--- src/rtl/add32_seq_pkg.sv ---
// Shared types and sizing for the byte-serial 32-bit adder sequencer.
package add32_seq_pkg;

   localparam int SLICE_W = 8;
   localparam int NSLICE  = 4;

   typedef enum logic [1:0] {
      IDLE = 2'd0,
      RUN  = 2'd1,
      DONE = 2'd2
   } seq_state_t;

endpackage

--- src/rtl/byte_slice_adder.sv ---
// Combinational ripple adder slice shared by every byte of the operation.
module byte_slice_adder #(
   parameter int W = 8
) (
   input  logic [W-1:0] a,
   input  logic [W-1:0] b,
   input  logic         ci,
   output logic [W-1:0] s,
   output logic         co
);

   assign {co, s} = {1'b0, a} + {1'b0, b} + {{W{1'b0}}, ci};

endmodule

--- src/rtl/add32_seq_ctrl.sv ---
// Byte-serial 32-bit adder: one shared slice walked over NSLICE cycles,
// with valid/ready handshakes on the operand and result sides.
//
//   state | meaning
//   IDLE  | waiting for an operand pair, in_ready high
//   RUN   | adding slice idx, carry held in carry_q
//   DONE  | result presented with out_valid until out_ready
module add32_seq_ctrl
   import add32_seq_pkg::*;
#(
   parameter int WIDTH = SLICE_W * NSLICE,
   parameter int SLICE = SLICE_W
) (
   input  logic             clk,
   input  logic             rst_n,
   input  logic             in_valid,
   output logic             in_ready,
   input  logic [WIDTH-1:0] a,
   input  logic [WIDTH-1:0] b,
   input  logic             cin,
   output logic             out_valid,
   input  logic             out_ready,
   output logic [WIDTH-1:0] sum,
   output logic             cout,
   output logic             ovf,
   output logic             busy
);

   localparam int NS = WIDTH / SLICE;
   localparam int IW = (NS > 1) ? $clog2(NS) : 1;

   seq_state_t       state_q, state_d;
   logic [IW-1:0]    idx_q, idx_d;
   logic             carry_q, carry_d;
   logic [WIDTH-1:0] a_q, a_d;
   logic [WIDTH-1:0] b_q, b_d;
   logic [WIDTH-1:0] sum_q, sum_d;
   logic             cout_q, cout_d;
   logic             ovf_q, ovf_d;

   logic [SLICE-1:0] sl_a, sl_b, sl_s;
   logic             sl_co;

   assign sl_a = a_q[int'(idx_q) * SLICE +: SLICE];
   assign sl_b = b_q[int'(idx_q) * SLICE +: SLICE];

   byte_slice_adder #(.W(SLICE)) u_slice (
      .a  (sl_a),
      .b  (sl_b),
      .ci (carry_q),
      .s  (sl_s),
      .co (sl_co)
   );

   always_comb begin
      state_d = state_q;
      idx_d   = idx_q;
      carry_d = carry_q;
      a_d     = a_q;
      b_d     = b_q;
      sum_d   = sum_q;
      cout_d  = cout_q;
      ovf_d   = ovf_q;
      case (state_q)
         IDLE: begin
            if (in_valid) begin
               a_d     = a;
               b_d     = b;
               carry_d = cin;
               idx_d   = '0;
               sum_d   = '0;
               state_d = RUN;
            end
         end
         RUN: begin
            sum_d[int'(idx_q) * SLICE +: SLICE] = sl_s;
            carry_d = sl_co;
            if (idx_q == IW'(NS - 1)) begin
               cout_d  = sl_co;
               // Overflow only when same-signed operands yield a flipped sign.
               ovf_d   = (a_q[WIDTH-1] == b_q[WIDTH-1]) &&
                         (sum_d[WIDTH-1] != a_q[WIDTH-1]);
               state_d = DONE;
            end else begin
               idx_d = idx_q + IW'(1);
            end
         end
         DONE: begin
            if (out_ready) state_d = IDLE;
         end
         default: state_d = IDLE;
      endcase
   end

   always_ff @(posedge clk or negedge rst_n) begin
      if (!rst_n) begin
         state_q <= IDLE;
         idx_q   <= '0;
         carry_q <= 1'b0;
         a_q     <= '0;
         b_q     <= '0;
         sum_q   <= '0;
         cout_q  <= 1'b0;
         ovf_q   <= 1'b0;
      end else begin
         state_q <= state_d;
         idx_q   <= idx_d;
         carry_q <= carry_d;
         a_q     <= a_d;
         b_q     <= b_d;
         sum_q   <= sum_d;
         cout_q  <= cout_d;
         ovf_q   <= ovf_d;
      end
   end

   assign in_ready  = (state_q == IDLE);
   assign out_valid = (state_q == DONE);
   assign busy      = (state_q != IDLE);
   assign sum       = sum_q;
   assign cout      = cout_q;
   assign ovf       = ovf_q;

endmodule

--- config.mk ---
export PLATFORM = sky130hd
export DESIGN_NAME = add32_seq_ctrl
export DESIGN_NICKNAME = d
export VERILOG_FILES = /design/src/rtl/add32_seq_pkg.sv /design/src/rtl/byte_slice_adder.sv /design/src/rtl/add32_seq_ctrl.sv
export SDC_FILE = /design/constraint.sdc
export NUM_CORES = 1
export LEC_CHECK = 0
export ABC_AREA = 0
export BUFFER_PORTS_ARGS = -buffer_cell sky130_fd_sc_hd__buf_2
export CAP_MARGIN = 20
export CORE_UTILIZATION = 49
export DETAILED_ROUTE_END_ITERATION = 8
export GPL_TIMING_DRIVEN = 0
export PLACE_DENSITY = 0.75
export SKIP_CTS_REPAIR_TIMING = 1
export SLEW_MARGIN = 20
export SYNTH_ARGS = -nofsm -noshare
export SYNTH_HDL_FRONTEND = slang
export SYNTH_HIERARCHICAL = 1
export SYNTH_SLANG_ARGS = --single-unit
--- constraint.sdc ---
create_clock -name clk -period 7.85 [get_ports clk]
set_clock_uncertainty 0.05 [all_clocks]
set_input_delay 1.1775 -clock clk [delete_from_list [all_inputs] [get_ports clk]]
set_output_delay 1.1775 -clock clk [all_outputs]
set_load 0.05 [all_outputs]
==> results by group <==
Final layout
  – Filler cells: 760
  – Ratio of cells with drive above 1 in the final layout: 0.508
  – # diodes: 0
  – Most frequent cells in the layout: buf_2, dfrtp_1, mux2_4, a22o_1, nand2_1
  – Syn-to-layout area delta: 18.5%
  – Most common cell after layout, fill and taps aside: buf_2
  – Fin nets: around 530

Logic synthesis
  – Count of cell types in the netlist: 46
  – Seq/Total Area, Yosys: 0.511
  – Cell taking the most area after synthesis: dfrtp_1
  – Syn Inst Count: between 300 and 400
  – Number of flops mapped to enable cells by yosys: 0
  – Asr flop ratio synth: 1.00
  – Area contributors post-synth: dfrtp_1, mux2_4, mux4_2
  – Synthesized cell area: between 0.005 and 0.006 mm^2
  – Syn nets: 409
  – Yosys reg bits: approximately 100
  – Synth top area share: 0.511
  – Avg Cell Area, Syn: 15.5 um^2
  – Top_reg_cell synth: dfrtp_1
  – Syn. warnings: 6

Floorplanning
  – Die W: approximately 100 um
  – IO Pins: about 110
  – Initial Utilization: 0.511
  – Row cnt: 36
  – Core area: around 0.01 mm^2
  – DIE AREA: around 0.011 mm^2
  – Die height: approximately 100 um

Timing
  – Slew margin rel.: 0.551
  – Actual slew at the worst max-slew pin: 0.674 ns
  – Final setup fails: 0
  – Setup TNS: 0 ns
  – Final Hold Viols: 0
  – Final min period: between 3 and 4 ns
  – Max-slew violation count: 0
  – Final Cycle Share: 0.496
  – RSZ-0062 raised after global routing: no
  – Peak Freq: ~260 MHz

Global route
  – GRT Max-Usage Layer: met2
  – M3 GR Usage: 0.0565
  – Vias in the first global route: 3507
  – GR Util All Layers: 0.234
  – GR Layer Usage met2: 0.372
  – First-pass GRT wire length: 18.3 mm
  – Pin count of the biggest net entering global routing: 60
  – Overflow after GRT: 0
  – Initial antenna violation count: 0
  – Met1 global-route usage: 0.318

Min path
  – Worst Hold Path Cells: 1
  – HP Class: reg2reg

Place
  – Final GP Congestion: just over 0.8
  – IO buf count: between 100 and 150
  – Post-DP HPWL: ~8 mm

Setup path
  – Crit end category: register
  – Critical path required time: between 8 and 9 ns
  – Critical path class: reg2reg
  – Worst Reg2Reg Path Length in Cells: 11
  – Critical path launch point type: register
  – Worst Path Max Fanout: 10
  – Crit path DAT: slightly above 4 ns

Clock tree
  – Worst-path clk slew: 0.12 ns
  – CTS Buf Count: 9
  – # H-tree levels: 3
  – Bufs on Longest Clock Path: 2
  – CTS tree: built
  – Clk sink count: about 100
  – Clk_lat worst skew: 0.38 ns
  – Clock root buffer: clkbuf_8

Run status
  – Outcome: complete, no violations

Detailed routing
  – Via density: about 5.5
  – DR pass1 iterations: 4
  – Iteration-0 DRC count of the detailed router: 135
  – Post-route ant nets: 0
  – Residual DRC: 0
  – Vias: around 3200
  – DR WL/cell: between 15 and 20 um
  – Total Wirelength: 11.1 mm

Job
  – Max-cap violations: 0
## worst max-delay path: stages (launching register included)
cell and delay (ns):
dfrtp_1 0.42, clkbuf_1 0.54, buf_2 0.41, mux4_2 0.38, ha_1 0.39, a21o_1 0.22
a21oi_2 0.21, o221a_2 0.22, o211ai_1 0.22, nor3b_1 0.24, o311a_1 0.36, a21oi_1 0.14
## flip-flops by register name, indices dropped and copies added, names as in the netlist
| register | cells |
|---|---|
| b_q | 32 |
| a_q | 32 |
| sum | 32 |
| ovf | 1 |
| idx_q | 2 |
| cout | 1 |
| carry_q | 1 |
| state_q | 2 |
## path summary, 6_finish.rpt
path	from	end	slack (ns)
max reg2reg	idx_q[1]	ovf	3.96
min	sum[10]	sum[10]	0.46
min in group asynchronous	rst_n	sum[23]	0.65
max in group asynchronous	rst_n	a_q[3]	6.49
max	idx_q[1]	ovf	3.96
min reg2reg	sum[10]	sum[10]	0.46
## per-layer routing
metal / wire length [um] / vias up
met5: 0 / -
met4: 146 / 0
met3: 518 / 11
met2: 5240 / 95
met1: 5170 / 1658
li1: - / 1452
## Yosys cell counts, types with 2 or more instances
| master | instances |
|---|---|
| a21o_1 | 2 |
| a21oi_1 | 7 |
| a22o_1 | 35 |
| a311o_1 | 2 |
| buf_4 | 2 |
| buf_8 | 6 |
| clkbuf_1 | 2 |
| dfrtp_1 | 103 |
| fa_1 | 2 |
| ha_1 | 13 |
| inv_1 | 5 |
| inv_2 | 3 |
| mux2_2 | 6 |
| mux2_4 | 60 |
| mux4_2 | 16 |
| nand2_1 | 18 |
| nand2b_1 | 2 |
| nand3_1 | 2 |
| nand3b_1 | 2 |
| nor2_1 | 3 |
| nor2b_1 | 3 |
| nor4_4 | 2 |
| o21ai_0 | 4 |
| xnor2_1 | 2 |
| xor2_1 | 2 |
## per-stage QoR
step | cells | hold slack [ns] | cell area, um^2 | worst slack (ns) | utilization
final | 580 | 0.460 | 5970 | 3.96 | 0.606
after floorplan | 325 | 0.425 | 5040 | 4.64 | -
after CTS | 580 | 0.467 | 5970 | 3.98 | 0.606
after detailed placement | 564 | 0.433 | 5770 | 4.03 | 0.585
after global placement | 563 | 0.432 | 5730 | 4.09 | 0.581
after global routing | 580 | 0.481 | 5970 | 3.79 | 0.606
## cell type report
class                           count  area (um^2)  share of cell area
Clock inverter                      7         81.3              0.0136
Inverter                            8         30.0             0.00503
Tap cell                          133          166              0.0279
Clock buffer                        9          124              0.0207
Timing Repair Buffer              106          559              0.0936
Sequential cell                   103         2580               0.432
Multi-Input combinational cell    202         2310               0.386
Buffer                             12          129              0.0216
## cell families after synthesis
group / count (synthesis) / synth area share
and+or+nand+nor: 42 / 0.0534
muxes: 82 / 0.264
AOI/OAI and AO/OA: 59 / 0.0933
adders and majority gates: 15 / 0.0402
DFF: 103 / 0.511
buffers and inverters: 20 / 0.0315
xor gates and xnor gates: 4 / 0.00695
Power is not shown: default switching activity piles up to over one toggle a cycle in this logic, so the estimate is an artifact.
